[src/rtl/cache_maint_arbiter.sv]
// cache_maint_arbiter: round-robin arbiter that serialises per-core cache
// maintenance requests (barrier, I-flush, D-flush) onto one downstream port.
//
// Ports:
//   clk_i, rst_ni      clock, asynchronous active-low reset
//   req_i[NUM_REQ]     per-requester level request, held until its done_o
//   type_i[2*NUM_REQ]  packed op per requester: 00 bar, 01 I-flush, 10 D-flush, 11 rsvd
//   done_o, err_o      one-cycle completion / error pulses (err only for op 11)
//   maint_req_o        downstream request level
//   maint_type_o       downstream op, latched at grant
//   maint_ack_i        downstream completion pulse (honoured only in S_BUSY)
//   grant_id_o         index of the current winner
//   busy_o             high whenever the FSM is not idle
//
// Optional feature macro: CACHE_MAINT_COALESCE_EN
//   When defined, requesters with the same op as the winner share its
//   downstream transaction (reserved op 11 is never coalesced).
module cache_maint_arbiter #(
   parameter int unsigned NUM_REQ = 4,
   parameter int unsigned ID_W    = $clog2(NUM_REQ)
) (
   input  logic                 clk_i,
   input  logic                 rst_ni,
   input  logic [NUM_REQ-1:0]   req_i,
   input  logic [2*NUM_REQ-1:0] type_i,
   output logic [NUM_REQ-1:0]   done_o,
   output logic [NUM_REQ-1:0]   err_o,
   output logic                 maint_req_o,
   output logic [1:0]           maint_type_o,
   input  logic                 maint_ack_i,
   output logic [ID_W-1:0]      grant_id_o,
   output logic                 busy_o
);

   localparam logic [1:0] OP_RSVD = 2'b11;

   typedef enum logic [1:0] {
      S_IDLE = 2'd0,
      S_BUSY = 2'd1,
      S_DONE = 2'd2
   } state_e;

   state_e               state_q, state_d;
   logic [ID_W-1:0]      rr_ptr_q, rr_ptr_d;
   logic [NUM_REQ-1:0]   mask_q, mask_d;
   logic [1:0]           type_d;
   logic [ID_W-1:0]      gid_d;

   logic                 hi_found, lo_found;
   logic [ID_W-1:0]      hi_id, lo_id, win_id;
   logic [1:0]           win_type;
   logic [NUM_REQ-1:0]   win_mask;

   // Cyclic search from rr_ptr: lowest set bit at/above the pointer, else lowest overall.
   always_comb begin
      hi_found = 1'b0;
      lo_found = 1'b0;
      hi_id    = '0;
      lo_id    = '0;
      for (int j = int'(NUM_REQ) - 1; j >= 0; j--) begin
         if (req_i[j]) begin
            lo_found = 1'b1;
            lo_id    = ID_W'(j);
            if (j >= int'(rr_ptr_q)) begin
               hi_found = 1'b1;
               hi_id    = ID_W'(j);
            end
         end
      end
      win_id = hi_found ? hi_id : lo_id;
   end

   // Winner op and the set of requesters served by this grant.
   always_comb begin
      win_type = 2'b00;
      win_mask = '0;
      for (int j = 0; j < int'(NUM_REQ); j++) begin
         if (ID_W'(j) == win_id) begin
            win_type = type_i[2*j +: 2];
         end
      end
      for (int j = 0; j < int'(NUM_REQ); j++) begin
`ifdef CACHE_MAINT_COALESCE_EN
         win_mask[j] = (ID_W'(j) == win_id) ||
                       (req_i[j] && (type_i[2*j +: 2] == win_type) && (win_type != OP_RSVD));
`else
         win_mask[j] = (ID_W'(j) == win_id);
`endif
      end
   end

   // Next-state logic.
   always_comb begin
      state_d  = state_q;
      rr_ptr_d = rr_ptr_q;
      mask_d   = mask_q;
      type_d   = maint_type_o;
      gid_d    = grant_id_o;
      unique case (state_q)
         S_IDLE: begin
            if (lo_found) begin
               gid_d   = win_id;
               type_d  = win_type;
               mask_d  = win_mask;
               state_d = (win_type == OP_RSVD) ? S_DONE : S_BUSY;
            end
         end
         S_BUSY: begin
            if (maint_ack_i) begin
               state_d = S_DONE;
            end
         end
         S_DONE: begin
            rr_ptr_d = (grant_id_o == ID_W'(NUM_REQ - 1)) ? '0 : grant_id_o + ID_W'(1);
            state_d  = S_IDLE;
         end
         default: state_d = S_IDLE;
      endcase
   end

   // State and registered output decodes of the next state.
   always_ff @(posedge clk_i or negedge rst_ni) begin
      if (!rst_ni) begin
         state_q      <= S_IDLE;
         rr_ptr_q     <= '0;
         mask_q       <= '0;
         maint_type_o <= 2'b00;
         grant_id_o   <= '0;
         maint_req_o  <= 1'b0;
         busy_o       <= 1'b0;
         done_o       <= '0;
         err_o        <= '0;
      end else begin
         state_q      <= state_d;
         rr_ptr_q     <= rr_ptr_d;
         mask_q       <= mask_d;
         maint_type_o <= type_d;
         grant_id_o   <= gid_d;
         maint_req_o  <= (state_d == S_BUSY);
         busy_o       <= (state_d != S_IDLE);
         done_o       <= (state_d == S_DONE) ? mask_d : '0;
         err_o        <= ((state_d == S_DONE) && (type_d == OP_RSVD)) ? mask_d : '0;
      end
   end

endmodule
[config.mk]
export PLATFORM = sky130hd
export DESIGN_NAME = cache_maint_arbiter
export DESIGN_NICKNAME = d
export VERILOG_FILES = /design/src/rtl/cache_maint_arbiter.sv
export SDC_FILE = /design/constraint.sdc
export NUM_CORES = 1
export LEC_CHECK = 0
export CORE_MARGIN = 2
export CORE_UTILIZATION = 50
export DETAILED_ROUTE_END_ITERATION = 12
export PLACE_DENSITY = 0.89
export SLEW_MARGIN = 25
export SYNTH_ARGS = -nofsm -noshare
export SYNTH_HDL_FRONTEND = slang
export SYNTH_SLANG_ARGS = --single-unit
[constraint.sdc]
create_clock -name clk_i -period 2.95 [get_ports clk_i]
set_input_delay 0.59 -clock clk_i [delete_from_list [all_inputs] [get_ports clk_i]]
set_output_delay 0.59 -clock clk_i [all_outputs]
set_load 0.005 [all_outputs]
==> results.tsv <==
metric	value	unit
WL met2	1.248	mm
die width	49.41	um
CTS tree	yes	
R2R Setup Slk	1.00	ns
Top FF cell, synth	dfrtp_1	
PostCTS Resize Cnt	0	
CP Cell Sequence	clkdlybuf4s50_1, nor4_1, or3_1, nor2_1, a22oi_4, a21oi_1	
Cell Rows	16	
worst slew pin tran	0.9333	ns
First-pass DRT Iterations	4	
Core Area	1962	um^2
main area contributors after synthesis	dfrtp_1, a21oi_1, a22oi_1	
leakage	0.6562	nW
M1 wire length	1.003	mm
area leader, netlist	dfrtp_1	
Clock power frac	17.7	%
Avg WL per Cell	16.29	um
vias in the first global route	879	
outcome	completed	
Die Area	2441	um^2
Critical Path End	done_o[1]$_DFF_PN0_	
antenna violations before repair	0	
combinational share of power	45.4	%
Cell Area, Synth	1031	um^2
worst reg2reg path depth	6	
Synth cell types	34	
initial core utilization	52.55	%
Post-Syn Instances	95	
Worst setup SP type	input port	
Placed Area	1344	um^2
setup violation total in the final timing report	0	
clock sinks	22	
WP data required	3.15	ns
H-tree levels	1	
period utilization	78.65	%
total power draw	0.001334	W
Max Cap Violations	0	
RSZ-0062 raised after global routing	false	
Seq/Total Area, Yosys	53.40	%
antenna viol nets, final	0	
Post-CTS Setup Bufs	0	
slowest stage delay, CP	0.49	ns
# diodes	0	
Worst R2R End	state_q[0]$_DFF_PN0_	
HPWL after DPL	1.775	mm
Iter 0 DRT Violations	26	
Total Neg Setup Slack	0	ns
layout cells sized above 1	11.11	%
Tmin final	2.320	ns
crit path from	req_i[3]	
worst slew margin relative to its limit	37.59	%
Top Layer Used	met4	
area share of the largest cell type after synthesis	53.40	%
Max Clk Rate	431.0	MHz
CP Class	in -> reg	
HP Start	state_q[1]$_DFF_PN0_	
switch share	36.73	%
Fin. Hold Viols	0	
FF+latch count, synth	22	
Cell Pwr Density	955.4	nW/um^2
sequential share of power	36.9	%
syn avg cell area	10.85	um^2
vias per cell	6.013	
Net Count, Synth	111	
DRC viols	0	
Internal	0.0008441	W
Final Max Slew Viols	0	
family with the most delay on the worst path	simple AND/OR/NAND/NOR gates	
Worst-Skew Late Latency	0.32	ns
CTS buffer count	3	
die height	49.41	um
reg2reg start	rr_ptr_q[0]$_DFFE_PN0N_	
FF/Latch Area	550.5	um^2
data arrival time of the worst path	2.52	ns
CP bufs+invs	1	
WL final	2.492	mm
Crit path depth	6	
FFs w/ async S/R, synth	100.0	%
Total GRT Usage	22.02	%
first-pass GRT wire length	3.933	mm
Hold Path Class	reg -> reg	
multi-input logic area	449.2	um^2
IR drop worst, VDD	0.5984	mV
EDFF count, synth	0	
commonest cells in the netlist	dfrtp_1, a21oi_1, nand2_1	
met3 WL	161	um
CP endpoint kind	flip-flop	
Worst path slowest cell	clkdlybuf4s50_1	
Layout area overhead	35.44	%
Synth warnings	0	
Finished Cell Area	1396	um^2
largest net degree at the start of global routing	23	
CTS clk-pin slew, worst paths	0.13	ns
Filler Cell Count	154	
gpl congestion	0.8505	
Root Buffer	clkbuf_4	
final clock skew	0.002132	ns
count leader, synth	dfrtp_1	
P_sw	0.0004900	W
worst-path fanout max	16	
total gr overflow	0	
# nets final	143	
cts-stage hold buffer count	0	
# IOs	29	
Port-buffer cells	28	
CTS max path bufs	2	
vias	920	
how the worst min path moves through the flow:
stage                                           end  slack (ns)  cells after the start
after floorplan                    busy_o$_DFF_PN0_        0.29                      0
after global placement    maint_type_o[1]$_DFF_PN0_        0.50                      2
after detailed placement           busy_o$_DFF_PN0_        0.50                      1
after CTS                          busy_o$_DFF_PN0_        0.52                      1
after global routing               busy_o$_DFF_PN0_        0.55                      1
final                              busy_o$_DFF_PN0_        0.52                      1
power by group through the flow:
stage | registers, W | logic [W] | clock network [W]
floorplan | 0.000489 | 0.000371 | 0
detailed placement | 0.000497 | 0.000593 | 0
finish | 0.000492 | 0.000605 | 0.000237
CTS | 0.000491 | 0.000606 | 0.000235
global placement | 0.000490 | 0.000572 | 0
global route | 0.000505 | 0.000658 | 0.000254
registers in the layout, summed over array words and instances, names as in the netlist:
signal,cells
maint_req_o,1
err_o,4
rr_ptr_q,2
done_o,4
state_q,2
maint_type_o,2
grant_id_o,2
busy_o,1
mask_q,4
cell type report:
class                           count  area share (%)
Sequential cell                    22           39.43
Tap cell                           27           2.419
Clock buffer                        3           1.613
Inverter                            6           1.613
Multi-Input combinational cell     65           32.17
Timing Repair Buffer               29           20.61
Clock inverter                      1           2.151
through the flow:
step	cells	hold WS (ns)	utilization (%)	worst slack, ns
floorplan	95	0.2944	-	1.135
global placement	149	0.4959	68.49	0.3239
detailed placement	149	0.5010	68.49	0.3127
CTS	153	0.5184	71.17	0.6329
global route	153	0.5519	71.17	0.4416
finish	153	0.5196	71.17	0.6299
cells by family (layout without fill, tap and decap cells):
family / count (synthesis) / after routing / share of synthesized area, %
fa+ha+maj: 1 / 1 / 1.213
compound gates: 35 / 35 / 24.51
buf+inv: 8 / 39 / 3.033
flops: 22 / 22 / 53.40
mux: 1 / 1 / 1.092
simple gates: 28 / 28 / 16.75
metal layers:
metal | vias up | GRT usage (%)
li1 | 413 | -
met1 | 450 | 25.70
met2 | 49 | 37.61
met3 | 8 | 3.681
met4 | 0 | 13.43
met5 | - | 0
cell usage in the layout (no fill, tap or decap), types with 2 or more instances in the layout:
cell type / n
a21o_1: 3
a21oi_1: 11
a22oi_1: 5
and3_1: 3
and3_4: 2
clkbuf_4: 3
clkdlybuf4s50_1: 28
dfrtp_1: 22
inv_1: 6
nand2_1: 8
nand3_1: 4
nor2_1: 2
o21ai_0: 3
o31ai_1: 3
o32ai_1: 2
worst reg2reg max path, delay by kind of cell (launching register included):
kind	cells	cell delay, ns
AO/OA/AOI/OAI	3	0.43
flip-flops	1	0.49
AND/OR/NAND/NOR	3	0.89
Power figures use the tool's default switching activity.
